[src/rtl/mem_arbiter.sv]
// Two-port round-robin arbiter in front of a synchronous single-port memory.
// Port B can lock out port A; an idle watchdog force-releases a stale lock.
module mem_arbiter #(
  parameter int ADDR_W       = 8,
  parameter int DATA_W       = 16,
  parameter int LOCK_TIMEOUT = 64
) (
  input  logic              clk,
  input  logic              rst_n,
  input  logic              a_req,
  input  logic              a_we,
  input  logic [ADDR_W-1:0] a_addr,
  input  logic [DATA_W-1:0] a_wdata,
  output logic              a_gnt,
  output logic              a_rvalid,
  output logic [DATA_W-1:0] a_rdata,
  input  logic              b_req,
  input  logic              b_we,
  input  logic [ADDR_W-1:0] b_addr,
  input  logic [DATA_W-1:0] b_wdata,
  output logic              b_gnt,
  output logic              b_rvalid,
  output logic [DATA_W-1:0] b_rdata,
  input  logic              b_lock,
  output logic              core_halt,
  output logic              lock_timeout,
  output logic              mem_en,
  output logic              mem_we,
  output logic [ADDR_W-1:0] mem_addr,
  output logic [DATA_W-1:0] mem_wdata,
  input  logic [DATA_W-1:0] mem_rdata
);
  localparam int CW = $clog2(LOCK_TIMEOUT + 1);
  localparam logic [CW-1:0] IDLE_LAST = CW'(LOCK_TIMEOUT - 1);

  typedef enum logic {UNLOCKED, LOCKED} state_t;

  state_t          state_q, state_d;
  logic            last_b_q, last_b_d;
  logic [CW-1:0]   idle_q, idle_d;
  logic            a_pend_q, a_pend_d;
  logic            b_pend_q, b_pend_d;
  logic            relock_blk_q, relock_blk_d;
  logic            to_hit;

  always_ff @(posedge clk or negedge rst_n) begin
    if (!rst_n) begin
      state_q      <= UNLOCKED;
      last_b_q     <= 1'b1;
      idle_q       <= '0;
      a_pend_q     <= 1'b0;
      b_pend_q     <= 1'b0;
      relock_blk_q <= 1'b0;
    end else begin
      state_q      <= state_d;
      last_b_q     <= last_b_d;
      idle_q       <= idle_d;
      a_pend_q     <= a_pend_d;
      b_pend_q     <= b_pend_d;
      relock_blk_q <= relock_blk_d;
    end
  end

  // After a forced release the block holds until b_lock is seen low.
  always_comb begin
    state_d      = state_q;
    last_b_d     = last_b_q;
    idle_d       = idle_q;
    relock_blk_d = relock_blk_q & b_lock;
    a_pend_d     = a_gnt & ~a_we;
    b_pend_d     = b_gnt & ~b_we;
    if (a_gnt | b_gnt) last_b_d = b_gnt;
    case (state_q)
      UNLOCKED: begin
        idle_d = '0;
        if (b_gnt && b_lock && !relock_blk_q) state_d = LOCKED;
      end
      LOCKED: begin
        if (!b_lock) begin
          state_d = UNLOCKED;
          idle_d  = '0;
        end else if (to_hit) begin
          state_d      = UNLOCKED;
          idle_d       = '0;
          relock_blk_d = 1'b1;
        end else if (b_req) begin
          idle_d = '0;
        end else begin
          idle_d = idle_q + 1'b1;
        end
      end
      default: state_d = UNLOCKED;
    endcase
  end

  // Grants are qualified by rst_n so reset silences the memory port at once.
  always_comb begin
    a_gnt = 1'b0;
    b_gnt = 1'b0;
    if (rst_n) begin
      if (state_q == LOCKED) begin
        b_gnt = b_req;
      end else if (a_req && b_req) begin
        a_gnt = last_b_q;
        b_gnt = ~last_b_q;
      end else begin
        a_gnt = a_req;
        b_gnt = b_req;
      end
    end
    mem_en       = a_gnt | b_gnt;
    mem_we       = (a_gnt & a_we) | (b_gnt & b_we);
    mem_addr     = a_gnt ? a_addr  : (b_gnt ? b_addr  : '0);
    mem_wdata    = a_gnt ? a_wdata : (b_gnt ? b_wdata : '0);
    a_rvalid     = a_pend_q;
    b_rvalid     = b_pend_q;
    a_rdata      = a_pend_q ? mem_rdata : '0;
    b_rdata      = b_pend_q ? mem_rdata : '0;
    core_halt    = (state_q == LOCKED);
    to_hit       = (state_q == LOCKED) && b_lock && !b_req && (idle_q == IDLE_LAST);
    lock_timeout = to_hit;
  end
endmodule

[config.mk]
export PLATFORM = sky130hd
export DESIGN_NAME = mem_arbiter
export DESIGN_NICKNAME = d
export VERILOG_FILES = /design/src/rtl/mem_arbiter.sv
export SDC_FILE = /design/constraint.sdc
export NUM_CORES = 1
export LEC_CHECK = 0
export ABC_AREA = 1
export BUFFER_PORTS_ARGS = -buffer_cell sky130_fd_sc_hd__buf_2
export CAP_MARGIN = 15
export CORE_MARGIN = 8
export CORE_UTILIZATION = 37
export DETAILED_ROUTE_END_ITERATION = 10
export PLACE_DENSITY_LB_ADDON = 0.08
export SYNTH_ARGS = -nofsm -noshare
export SYNTH_HDL_FRONTEND = slang
export SYNTH_SLANG_ARGS = --single-unit
[constraint.sdc]
create_clock -name clk -period 1.59 [get_ports clk]
set_input_delay 0.0795 -clock clk [delete_from_list [all_inputs] [get_ports clk]]
set_output_delay 0.0795 -clock clk [all_outputs]
set_load 0.01 [all_outputs]
==> run_results.csv <==
group,metric,value,unit
setup_path,path_buf_inv,3,
route,dr.pass1.iters,4,
flow_run,maxCapViolCount,0,
timing,setup_viol,0,
timing,drv_slew,0,
route,drc_errors,0,
finish,seqCellArea,303,um^2
run_status,status,"complete, no violations",
route,ant_nets,0,
cts,cts_tree,"yes",
synthesis,syn_nets,293,
synthesis,ys_ff_latch,12,
route,wl_per_cell,12.1,um
hold_path,hp-class,"input pin to flip-flop",
timing,relSlewSlack,0.657,
timing,fin_ws,62.2,ps
synthesis,synthesis.area,1380,um^2
finish,antennaDiodeCount,0,
setup_path,endpoint_kind,"output port",
power,power_density,525,nW/um^2
hold_path,hold_start,"b_we",
timing,finalHoldViolations,0,
die,die_w,77.0,um
global_routing,grt-ovfl-total,0,
synthesis,syn_area_per_cell,6.24,um^2
global_routing,grt_max_degree,28,
placement,place.gp.congestion,0.798,
route,top_layer_used,"met4",
timing,fmax,0.655,GHz
cts,cts.sinks,12,
placement,dpl_cell_area,2020,um^2
timing,max_slew.worst_pin.slew,514,ps
setup_path,slowest_delay,530,ps
cts,clk_pin_slew_worst_paths,50,ps
die,die_area,5940,um^2
finish,fin_nets,433,
global_routing,grt_pass1_wl,7610,um
route,via_per_inst,4.15,
die,die_h,77.0,um
synthesis,yosys_warnings,0,
cts,htree_levels,1,
setup_path,crit_path_top_delay_cell,"dfstp_2",
route,drtIter0Drc,29,
cts,root_buffer,"clkbuf_8",
route,vias,1692,
cts,cts_buffers,3,
global_routing,antenna_found_initial,0,
power,leakagePower,1.60,nW
die,io_pins,135,
finish,synthToLayoutAreaGrowth,61.7,%
timing,rsz0062_at_grt,"true",
cts,clk_path_buf_depth,2,
die,row_count,22,
setup_path,reg2reg_from,"last_b_q$_DFFE_PN1P_",
die,start_util,0.379,
route,met1_length,2030,um
setup_path,cp.required,1510,ps
setup_path,setup.worst_path.class,"flip-flop to output port",
setup_path,crit_family,"flip-flops",
global_routing,grtUsageTotal,0.150,
timing,finalCritPeriodShare,0.961,
setup_path,worstPathCellList,"inv_2 > nand2_2 > nand3_4 > clkinv_8 > nand2_2 > nand2_2 > buf_2",
finish,fin_util,0.614,
finish,fin_area,2230,um^2
synthesis,yosys.cell_types.count,24,
timing,whs,4.76,ps
synthesis,synthCells,221,
die,fp.coreArea,3630,um^2
cts,clkLatencyLatePin,240,ps
synthesis,synth-seq-area-share,0.219,
setup_path,cp-startpoint,"last_b_q$_DFFE_PN1P_",
setup_path,worstPathArrival,1450,ps
placement,port_buffers,134,
global_routing,grt_pass1_vias,1564,
power,power,1.17,mW
route,wl,4930,um
finish,multi_input_area,818,um^2
placement,hpwl,3920,um
setup_path,crit_top_cell,"nand2_2",
setup_path,critPathMaxFanout,13,
finish,fill_cells,361,
finish,drive_gt1_frac,0.600,
placement,dp_slack,170,ps
setup_path,worstSetupStartpointType,"flip-flop",
route,dr_wl_met3,446,um
route,wl_met2,2430,um
power,ir_drop,505,uV
timing,period_needed,1530,ps
timing,fin_skew,1.27,ps
-- cells in the mapped netlist (all sizes together) --
cell	count	share of area
inv	45	0.13
o21ai	1	0.0036
buf	6	0.065
xnor2	1	0.0064
nor2	11	0.041
nor4	1	0.0045
ha	1	0.0091
clkbuf	2	0.0054
dfrtp	11	0.20
dfstp	1	0.019
o21bai	1	0.0054
clkinv	1	0.0027
nand2	128	0.46
nand3	8	0.036
nand4	1	0.0045
nor3	1	0.0036
a31oi	1	0.0045
-- layer usage --
metal	global-route usage	vias to the layer above
met1	0.166	705
li1	-	910
met4	0.0283	0
met2	0.270	75
met5	0	-
met3	0.0548	2
-- state kept, by name (all words and copies together) (netlist names) --
signal        cells
b_rvalid          1
last_b_q          1
a_rvalid          1
core_halt         1
idle_q            7
relock_blk_q      1
-- layout make-up --
class,instances,area share
Clock buffer,4,0.0247
Tap cell,48,0.0269
Timing Repair inverter,4,0.0191
Inverter,46,0.0887
Timing Repair Buffer,139,0.338
Sequential cell,12,0.136
Multi-Input combinational cell,155,0.367
-- worst paths after layout --
kind	endpoint	slack (ps)	cells past startpoint
max	mem_addr[3]	60	7
min	b_rvalid$_DFF_PN0_	5	2
max reg2reg	last_b_q$_DFFE_PN1P_	350	6
min reg2reg	relock_blk_q$_DFF_PN0_	490	2
max in group asynchronous	core_halt$_DFF_PN0_	1370	2
min in group asynchronous	last_b_q$_DFFE_PN1P_	20	1
-- cell families after synthesis --
family                     share of synthesized area
adders and majority gates                    0.00907
DFF                                            0.219
buffers and inverters                          0.203
and+or+nand+nor                                0.549
xor gates and xnor gates                     0.00635
AOI/OAI and AO/OA                             0.0136
-- through the flow --
stage	instances	setup TNS (ps)
floorplan	221	0
finish	408	0
global placement	396	0
detailed placement	396	0
global route	408	-80.8
CTS	401	0
-- layout by cell type (no fill, tap or decap), types with 2 or more instances in the layout --
| cell | netlist | final |
|---|---|---|
| buf_2 | 2 | 127 |
| buf_4 | 0 | 5 |
| buf_6 | 0 | 6 |
| clkbuf_8 | 0 | 4 |
| clkinv_8 | 0 | 3 |
| dfrtp_1 | 11 | 10 |
| inv_1 | 43 | 42 |
| inv_6 | 0 | 3 |
| nand2_1 | 69 | 67 |
| nand2_2 | 58 | 60 |
| nand3_1 | 6 | 6 |
| nor2_1 | 9 | 9 |
| nor2_4 | 2 | 2 |
-- power by group --
part           internal, mW  total, mW  switching, mW  leakage, nW
registers             0.322      0.343         0.0209        0.161
logic                 0.224      0.503          0.279         1.41
clock network         0.218      0.324          0.106       0.0288
total                 0.764       1.17          0.406         1.60
-- what timing repair did --
action	CTS	global route
gates cloned	0	4
endpoints found under the hold margin	12	0
resized for setup	3	16
hold buffers	1	0
buffers inserted	0	4
endpoints found under the setup margin	26	26
pin swaps	0	3
Note: power is estimated with default switching activity, not from simulation.
